## src/rtl/instr_issue_pkg.sv

```systemverilog
// Shared definitions for the instruction sequencer: opcode values handed to
// the result-select decoder, instruction field positions, FSM states and
// small helpers describing which destinations an opcode writes back.
package instr_issue_pkg;

    // Opcode values, passed unchanged to the decoder sel input
    localparam logic [2:0] OP_XOR  = 3'b000;
    localparam logic [2:0] OP_SHR  = 3'b001;
    localparam logic [2:0] OP_MOV  = 3'b010;
    localparam logic [2:0] OP_EXCH = 3'b011;
    localparam logic [2:0] OP_ADD  = 3'b100;
    localparam logic [2:0] OP_SUB  = 3'b101;
    localparam logic [2:0] OP_OR   = 3'b110;
    localparam logic [2:0] OP_AND  = 3'b111;

    // Instruction word field positions
    localparam int unsigned OPC_HI   = 15;
    localparam int unsigned OPC_LO   = 13;
    localparam int unsigned A_HI     = 12;
    localparam int unsigned A_LO     = 10;
    localparam int unsigned B_HI     = 9;
    localparam int unsigned B_LO     = 7;
    localparam int unsigned HALT_BIT = 6;

    typedef enum logic [2:0] {
        IDLE,
        FETCH,
        ISSUE,
        WB,
        HALT
    } state_t;

    // Everything except MOV writes reg[A]
    function automatic logic writes_a(input logic [2:0] opc);
        return opc != OP_MOV;
    endfunction

    // MOV and EXCH write reg[B]
    function automatic logic writes_b(input logic [2:0] opc);
        return (opc == OP_MOV) || (opc == OP_EXCH);
    endfunction

    // EXCH leaves the flag register alone
    function automatic logic writes_flags(input logic [2:0] opc);
        return opc != OP_EXCH;
    endfunction

endpackage

```

## src/rtl/instr_issue_regfile.sv

```systemverilog
// 8x16 register file for the instruction sequencer.
// Ports:
//   clk, reset_n          clock, synchronous active-low reset (clears all entries)
//   ra_idx/ra_data        asynchronous read port A
//   rb_idx/rb_data        asynchronous read port B
//   dbg_idx/dbg_data      asynchronous debug read port
//   wa_en/wa_idx/wa_data  synchronous write port A
//   wb_en/wb_idx/wb_data  synchronous write port B (wins over A on same index)
module regfile_8x16 #(
    parameter int unsigned NREG = 8
) (
    input  logic        clk,
    input  logic        reset_n,
    input  logic [2:0]  ra_idx,
    output logic [15:0] ra_data,
    input  logic [2:0]  rb_idx,
    output logic [15:0] rb_data,
    input  logic [2:0]  dbg_idx,
    output logic [15:0] dbg_data,
    input  logic        wa_en,
    input  logic [2:0]  wa_idx,
    input  logic [15:0] wa_data,
    input  logic        wb_en,
    input  logic [2:0]  wb_idx,
    input  logic [15:0] wb_data
);

    logic [15:0] mem [NREG];

    assign ra_data  = mem[ra_idx];
    assign rb_data  = mem[rb_idx];
    assign dbg_data = mem[dbg_idx];

    always_ff @(posedge clk) begin
        if (!reset_n) begin
            for (int unsigned i = 0; i < NREG; i++) begin
                mem[i] <= '0;
            end
        end else begin
            if (wa_en) begin
                mem[wa_idx] <= wa_data;
            end
            // Port B is written last so it takes priority on an index collision
            if (wb_en) begin
                mem[wb_idx] <= wb_data;
            end
        end
    end

endmodule

```

## src/rtl/instr_issue.sv

```systemverilog
// Instruction sequencer feeding the ALU result-select decoder.
// Fetches 16-bit words over a req/ack handshake, presents sel/RA/RB/flags to
// the decoder for one ISSUE cycle, captures its results and writes them back.
// Ports:
//   clk, reset_n           clock, synchronous active-low reset
//   start                  1-cycle pulse, begins execution at address 0
//   busy, halted           run status
//   imem_req/addr/ack/data instruction fetch handshake
//   sel, op_ra, op_rb      decoder opcode and operands
//   znc_in                 current {Z,N,C} flags to the decoder
//   res_a, res_b, znc_res  decoder results
//   instr_cnt              retired-instruction count
//   dbg_idx/dbg_data       register-file read-back
module instr_issue
    import instr_issue_pkg::*;
#(
    parameter int unsigned AW   = 8,
    parameter int unsigned NREG = 8
) (
    input  logic          clk,
    input  logic          reset_n,
    input  logic          start,
    output logic          busy,
    output logic          halted,
    output logic          imem_req,
    output logic [AW-1:0] imem_addr,
    input  logic          imem_ack,
    input  logic [15:0]   imem_data,
    output logic [2:0]    sel,
    output logic [15:0]   op_ra,
    output logic [15:0]   op_rb,
    output logic [2:0]    znc_in,
    input  logic [15:0]   res_a,
    input  logic [15:0]   res_b,
    input  logic [2:0]    znc_res,
    output logic [15:0]   instr_cnt,
    input  logic [2:0]    dbg_idx,
    output logic [15:0]   dbg_data
);

    state_t        state;
    logic [AW-1:0] pc;
    logic [2:0]    flags;
    logic [2:0]    ir_opc;
    logic [2:0]    ir_a;
    logic [2:0]    ir_b;
    logic [15:0]   hold_a;
    logic [15:0]   hold_b;
    logic [2:0]    hold_znc;

    logic [15:0]   rf_ra;
    logic [15:0]   rf_rb;
    logic          wa_en;
    logic          wb_en;
    logic          unused_bits;

    assign imem_addr   = pc;
    assign unused_bits = ^imem_data[HALT_BIT-1:0];

    assign wa_en = (state == WB) && writes_a(ir_opc);
    assign wb_en = (state == WB) && writes_b(ir_opc);

    // Operand reads are indexed straight from the fetched word so the
    // operands can be registered on the ack edge and be valid during ISSUE.
    regfile_8x16 #(.NREG(NREG)) u_regfile (
        .clk      (clk),
        .reset_n  (reset_n),
        .ra_idx   (imem_data[A_HI:A_LO]),
        .ra_data  (rf_ra),
        .rb_idx   (imem_data[B_HI:B_LO]),
        .rb_data  (rf_rb),
        .dbg_idx  (dbg_idx),
        .dbg_data (dbg_data),
        .wa_en    (wa_en),
        .wa_idx   (ir_a),
        .wa_data  (hold_a),
        .wb_en    (wb_en),
        .wb_idx   (ir_b),
        .wb_data  (hold_b)
    );

    always_ff @(posedge clk) begin
        if (!reset_n) begin
            state     <= IDLE;
            pc        <= '0;
            flags     <= '0;
            instr_cnt <= '0;
            busy      <= 1'b0;
            halted    <= 1'b0;
            imem_req  <= 1'b0;
            sel       <= '0;
            op_ra     <= '0;
            op_rb     <= '0;
            znc_in    <= '0;
            ir_opc    <= '0;
            ir_a      <= '0;
            ir_b      <= '0;
            hold_a    <= '0;
            hold_b    <= '0;
            hold_znc  <= '0;
        end else begin
            case (state)
                IDLE, HALT: begin
                    if (start) begin
                        state    <= FETCH;
                        pc       <= '0;
                        halted   <= 1'b0;
                        busy     <= 1'b1;
                        imem_req <= 1'b1;
                    end
                end

                FETCH: begin
                    if (imem_req && imem_ack) begin
                        imem_req <= 1'b0;
                        ir_opc   <= imem_data[OPC_HI:OPC_LO];
                        ir_a     <= imem_data[A_HI:A_LO];
                        ir_b     <= imem_data[B_HI:B_LO];
                        if (imem_data[HALT_BIT]) begin
                            // HALT does not retire: PC and count stay put
                            state  <= HALT;
                            busy   <= 1'b0;
                            halted <= 1'b1;
                        end else begin
                            state  <= ISSUE;
                            sel    <= imem_data[OPC_HI:OPC_LO];
                            op_ra  <= rf_ra;
                            op_rb  <= rf_rb;
                            znc_in <= flags;
                        end
                    end
                end

                ISSUE: begin
                    hold_a   <= res_a;
                    hold_b   <= res_b;
                    hold_znc <= znc_res;
                    state    <= WB;
                end

                WB: begin
                    if (writes_flags(ir_opc)) begin
                        flags <= hold_znc;
                    end
                    pc        <= pc + AW'(1);
                    instr_cnt <= instr_cnt + 16'd1;
                    imem_req  <= 1'b1;
                    state     <= FETCH;
                end

                default: state <= IDLE;
            endcase
        end
    end

endmodule

```

## config.mk

```make
export PLATFORM = sky130hd
export DESIGN_NAME = instr_issue
export DESIGN_NICKNAME = d
export VERILOG_FILES = /design/src/rtl/instr_issue_pkg.sv /design/src/rtl/instr_issue_regfile.sv /design/src/rtl/instr_issue.sv
export SDC_FILE = /design/constraint.sdc
export NUM_CORES = 1
export LEC_CHECK = 0
export ABC_AREA = 1
export BUFFER_PORTS_ARGS = -buffer_cell sky130_fd_sc_hd__buf_4
export CORE_MARGIN = 2
export CORE_UTILIZATION = 54
export DETAILED_ROUTE_END_ITERATION = 10
export PLACE_DENSITY_LB_ADDON = 0.2
export SLEW_MARGIN = 0
export SYNTH_ARGS = -nofsm -noshare
export SYNTH_HDL_FRONTEND = slang
export SYNTH_SLANG_ARGS = --single-unit
export TNS_END_PERCENT = 30
```

## constraint.sdc

```tcl
create_clock -name clk -period 2.2 [get_ports clk]
set_clock_uncertainty 0.2 [all_clocks]
set_input_delay 0.11 -clock clk [delete_from_list [all_inputs] [get_ports clk]]
set_output_delay 0.11 -clock clk [all_outputs]
set_load 0.02 [all_outputs]
```

## After elaboration in Yosys (flattened, before gate mapping)

Memory sizes are Yosys's and may differ from the RTL's. A register that Yosys moved wholly into a read port is not among the register bits.
Index checks and enable logic that the tools add are counted.

| storage, ports and cells | value |
|---|---|
| register bits after elaboration | 83 |
| RAM bits | 128 |
| bits of input ports | 58 |
| logic and storage cells | 79 |
| memories | 1 |

| operators by class | value |
|---|---|
| add/subtract/negate cells | 2 |
| equality and inequality tests | 11 |
| mux-type cells | 29 |
| bitwise operators | 1 |
| reductions and logical operators | 20 |

Memories:

| memory | depth | width | read ports | clocked after memory_dff | wr ports | line | RTL |
|---|---|---|---|---|---|---|---|
| u_regfile.mem | 8 | 16 | 3 | 2 | 8 | instr_issue_regfile.sv:28 | `logic [15:0] mem [NREG];` |

Operator list:

| kind | number |
|---|---|
| $mux 16 | 2 |
| $reduce_or 16->1 | 2 |
| $add 16x1->16 const B | 1 |
| $mux 1 | 16 |
| $pmux 8 s2 | 1 |
| $mux 3 | 5 |
| $eq 3x2->1 const B | 4 |
| $pmux 3 s4 | 1 |
| $add 8x1->8 const B | 1 |
| $mux 8 | 1 |
| $reduce_and 2->1 | 4 |
| $ne 2x2->1 const B | 3 |
| $ne 3x2->1 const B | 2 |
| $reduce_and 3->1 | 2 |
| $pmux 1 s2 | 2 |
| $reduce_and 4->1 | 1 |
| $reduce_bool 2->1 | 2 |
| $eq 3x1->1 const B | 1 |
| $eq 3x3->1 const B | 1 |
| $logic_and 1x1->1 | 3 |
| $logic_not 3->1 | 1 |
| $pmux 1 s3 | 1 |
| $reduce_bool 3->1 | 1 |
| $logic_not 1->1 | 2 |
| other kinds (3) | 3 |

## Logic depth before layout (Yosys ltp)

| depth | value |
|---|---|
| depth after elaboration | 8 |
| depth in mapped cells | 11 |
| depth with buffers taken out | 9 |

## By module

A second synthesis with hierarchy kept.

| second synthesis, totals | value |
|---|---|
| cell total of the unflattened synthesis | 2242 |
| area, all modules | 14745.4 sq um |

Modules (own cells, without submodules):

| module | times used | cells each | area an instance (sq um) | sequential area each (sq um) |
|---|---|---|---|---|
| regfile_8x16 | 1 | 1642 | 10246.1 | 3843.7 |
| instr_issue | 1 | 600 | 4499.3 | 2302.2 |

## Worst setup path after synthesis

Ideal clock, no wire load.

| timing | value |
|---|---|
| path type | register to register |
| start point | register state[0] |
| end point | memory u_regfile.mem[7][0] (enable) |
| setup time | 0.372 ns |
| arrival time | 1.707 ns |
| path slack | -0.079 ns |
| stages on the path, launching flop included | 9 |
| period minus slack after synthesis | 2.279 ns |
| cells stage by stage | dfxtp_1 nand3_1 buf_6 nor2_8 nand2_4 nor2_2 buf_4 nor2_1 nand2_1 |

RTL lines:

| item | line | RTL |
|---|---|---|
| start: declaration | instr_issue.sv:41 | `state_t state;` |
| start signal: assignment | instr_issue.sv:84 | `state <= IDLE;` |
| start signal: assignment | instr_issue.sv:105 | `state <= FETCH;` |
| start signal: assignment | instr_issue.sv:121 | `state <= HALT;` |
| end: declaration | instr_issue_regfile.sv:28 |  |

==> reports/metrics.yaml <==
synth_cell_types: 32
dr.pass1.iters: 6
maxSlewViolCount: 0
postLayoutCoreUtil_pct: 65.7
grt_max_degree: 88
crit_slowest_cell: "edfxtp_1"
ir_drop_v: 0.000640
drt_iter0_drc: 1530
rows: 58
cp-end-kind: "primary output"
r2r_cells: 7
min_path_cells: 4
antenna_found_initial: 0
drc: 0
place_hpwl_um: 30500
nFillCells: 2183
grt_overflow: 0
wl_met3_um: 6010
clock-sinks: 243
cts_tree: "built"
reg2reg_slack_ns: 0.15
yosysSeqAreaShare_pct: 44.7
vias_per_cell: 5.77
io_buffers: 132
syn2layout_area_growth_pct: 19.9
clock-root-buffer: "clkbuf_16"
setup-tns-final_ns: 0
fin_ws_ns: 0.0799
met2_length_um: 17600
via_count: 13700
status: "completed"
wl_met1_um: 18600
drive_gt1_share_pct: 13.0
ys.warnings.count: 0
die_w_um: 164
synth-seq-cells: 243
cp.arrival_ns: 1.81
place_congestion: 0.905
drv_cap: 0
die_area_sq_um: 26800
syn_area_sq_um: 13800
clock_latency_ns: 0.56
critical-path-top-delay-family: "flip-flops"
antenna_cells: 0
post-route-period-util_pct: 96.4
path_clk_slew_ns: 0.06
finalInstanceArea_sq_um: 16500
wl_per_cell_um: 18.0
slew_headroom_pct: 68.2
critPathKind: "reg2out"
post-route-min-period_ns: 2.12
final_net_count: 2091
syn_nets: 1969
hold_viol: 0
hp-class: "in2reg"
start_util_pct: 54.8
grt_pass1_wl_um: 66000
setup-violations-final: 0
wl_um: 43000
worst-path-stages: 6
powerDensity_nw_per_um2: 663
whs_ns: 0.126
max_freq_ghz: 0.472
cp_cell_sequence: "inv_2, a21oi_1, o21ai_0, o21ai_0, o21a_1, buf_4"
path_common_cell: "o21ai_0"
post_cts_buffers: 0
post-place-ws_ns: 0.0352
grt_usage_pct: 31.5
cellLeakagePower_nw: 7.21
crit_buf_inv: 2
crit_fanout: 3
worst_pin_slew_ns: 0.478
cts_made_buffers: 27
cts_buffer_depth: 3
postPlaceCellArea_sq_um: 15100
rsz0062_at_grt: "false"
required_ns: 1.89
top_layer_used: "met4"
coreArea_sq_um: 25100
die_h_um: 164
drt.antenna.violating_nets: 0
htreeDepth: 1
synthCells: 1909
slowest_delay_ns: 0.51
worstSetupStartpointType: "flip-flop"
ios: 139
grt_pass1_vias: 11900
syn_area_per_cell_sq_um: 7.21
-- flip-flops by register name, summed over array words and instances, names as in the netlist --
signal,count
hold_a,16
busy,1
hold_b,16
u_regfile.mem,128
ir_b,3
state,3
op_ra,16
imem_addr,8
flags,3
znc_in,3
imem_req,1
ir_a,3
instr_cnt,16
hold_znc,3
sel,3
ir_opc,3
halted,1
op_rb,16
-- synth_stat cells, drive strengths merged --
cell type  number  area (sq um)
a211oi          1          7.51
a21oi         123           616
a31oi           1          6.26
buf            55           315
clkbuf         87           329
clkinv          9          40.0
dfxtp         115          2300
edfxtp        128          3840
ha              2          25.0
inv           159           597
nand2         489          1890
nand3         276          1380
nand4           2          12.5
nor2          142           601
nor3            5          25.0
o211ai         64           480
o21a            8          60.1
o21ai         236          1180
or2             5          31.3
xnor2           1          8.76
xor2            1          8.76
-- cell type report --
| type | instances | area, sq um | area share, % |
|---|---|---|---|
| well taps | 330 | 413 | 2.50 |
| multi-input cells | 1356 | 6340 | 38.5 |
| clock buffers | 37 | 757 | 4.59 |
| clock inverters | 13 | 144 | 0.872 |
| inverters | 168 | 637 | 3.86 |
| repair buffers | 235 | 2060 | 12.5 |
| flip-flops and latches | 243 | 6150 | 37.3 |
-- report_power, final --
| group | leakage [nW] | internal (mW) | total [mW] | switching (mW) |
|---|---|---|---|---|
| Combinational | 4.50 | 0.496 | 1.30 | 0.802 |
| Sequential | 2.25 | 4.90 | 5.07 | 0.172 |
| Clock | 0.458 | 2.67 | 4.56 | 1.89 |
| Total | 7.21 | 8.07 | 10.9 | 2.86 |
-- cell families (layout without fill, tap and decap cells) --
| kind of cell | after synthesis | count (layout) | share of synthesized area [%] |
|---|---|---|---|
| AO/OA/AOI/OAI | 433 | 433 | 17.1 |
| XOR/XNOR | 2 | 2 | 0.127 |
| adder cells (fa/ha/maj) | 2 | 2 | 0.182 |
| buffers and inverters | 310 | 453 | 9.31 |
| flip-flops | 243 | 243 | 44.7 |
| AND/OR/NAND/NOR | 919 | 919 | 28.6 |
-- path summary, 6_finish.rpt --
kind / start / to
setup / recovery: u_regfile.mem[1][10] / dbg_data[10]
hold / removal: res_a[13] / hold_a[13]
setup reg to reg: state[2] / u_regfile.mem[0][9]
hold reg to reg: ir_opc[2] / ir_opc[2]
-- worst register-to-register path, cell delays in order (launching register included) --
cell and delay, ns:
dfxtp_1 0.32, inv_1 0.13, nand3_2 0.19, nor2_8 0.17, nand2_4 0.09, nor2_8 0.14
nand2_4 0.12, nand2_2 0.33
-- cell usage in the layout (no fill, tap or decap), types with 52 or more instances in the layout --
master         synthesis  routed
a21oi_1              123     123
buf_4                  7     170
dfxtp_1              115     115
dlygate4sd3_1          0      52
edfxtp_1             128     128
inv_1                158     155
nand2_1              482     479
nand3_1              276     275
nor2_1               130     130
o211ai_1              64      64
o21ai_0              229     229
-- routing by layer --
| layer | GRT usage [%] | vias to the layer above |
|---|---|---|
| li1 | - | 6639 |
| met1 | 48.2 | 6244 |
| met2 | 44.8 | 787 |
| met3 | 8.46 | 65 |
| met4 | 6.06 | 0 |
| met5 | 0 | - |
-- stage by stage --
stage,cells,power (mW)
final,2382,10.9
after global routing,2382,11.3
after CTS,2383,10.9
after detailed placement,2280,6.35
after global placement,2280,6.32
after floorplan,1909,5.84
-- repair_timing --
item                                    CTS  global route
resized for setup                         0             4
endpoints found under the setup margin    0           166
hold buffers                             53             0
hold endpoints to repair                106             0
No activity file was read; power rests on OpenSTA's default activity.
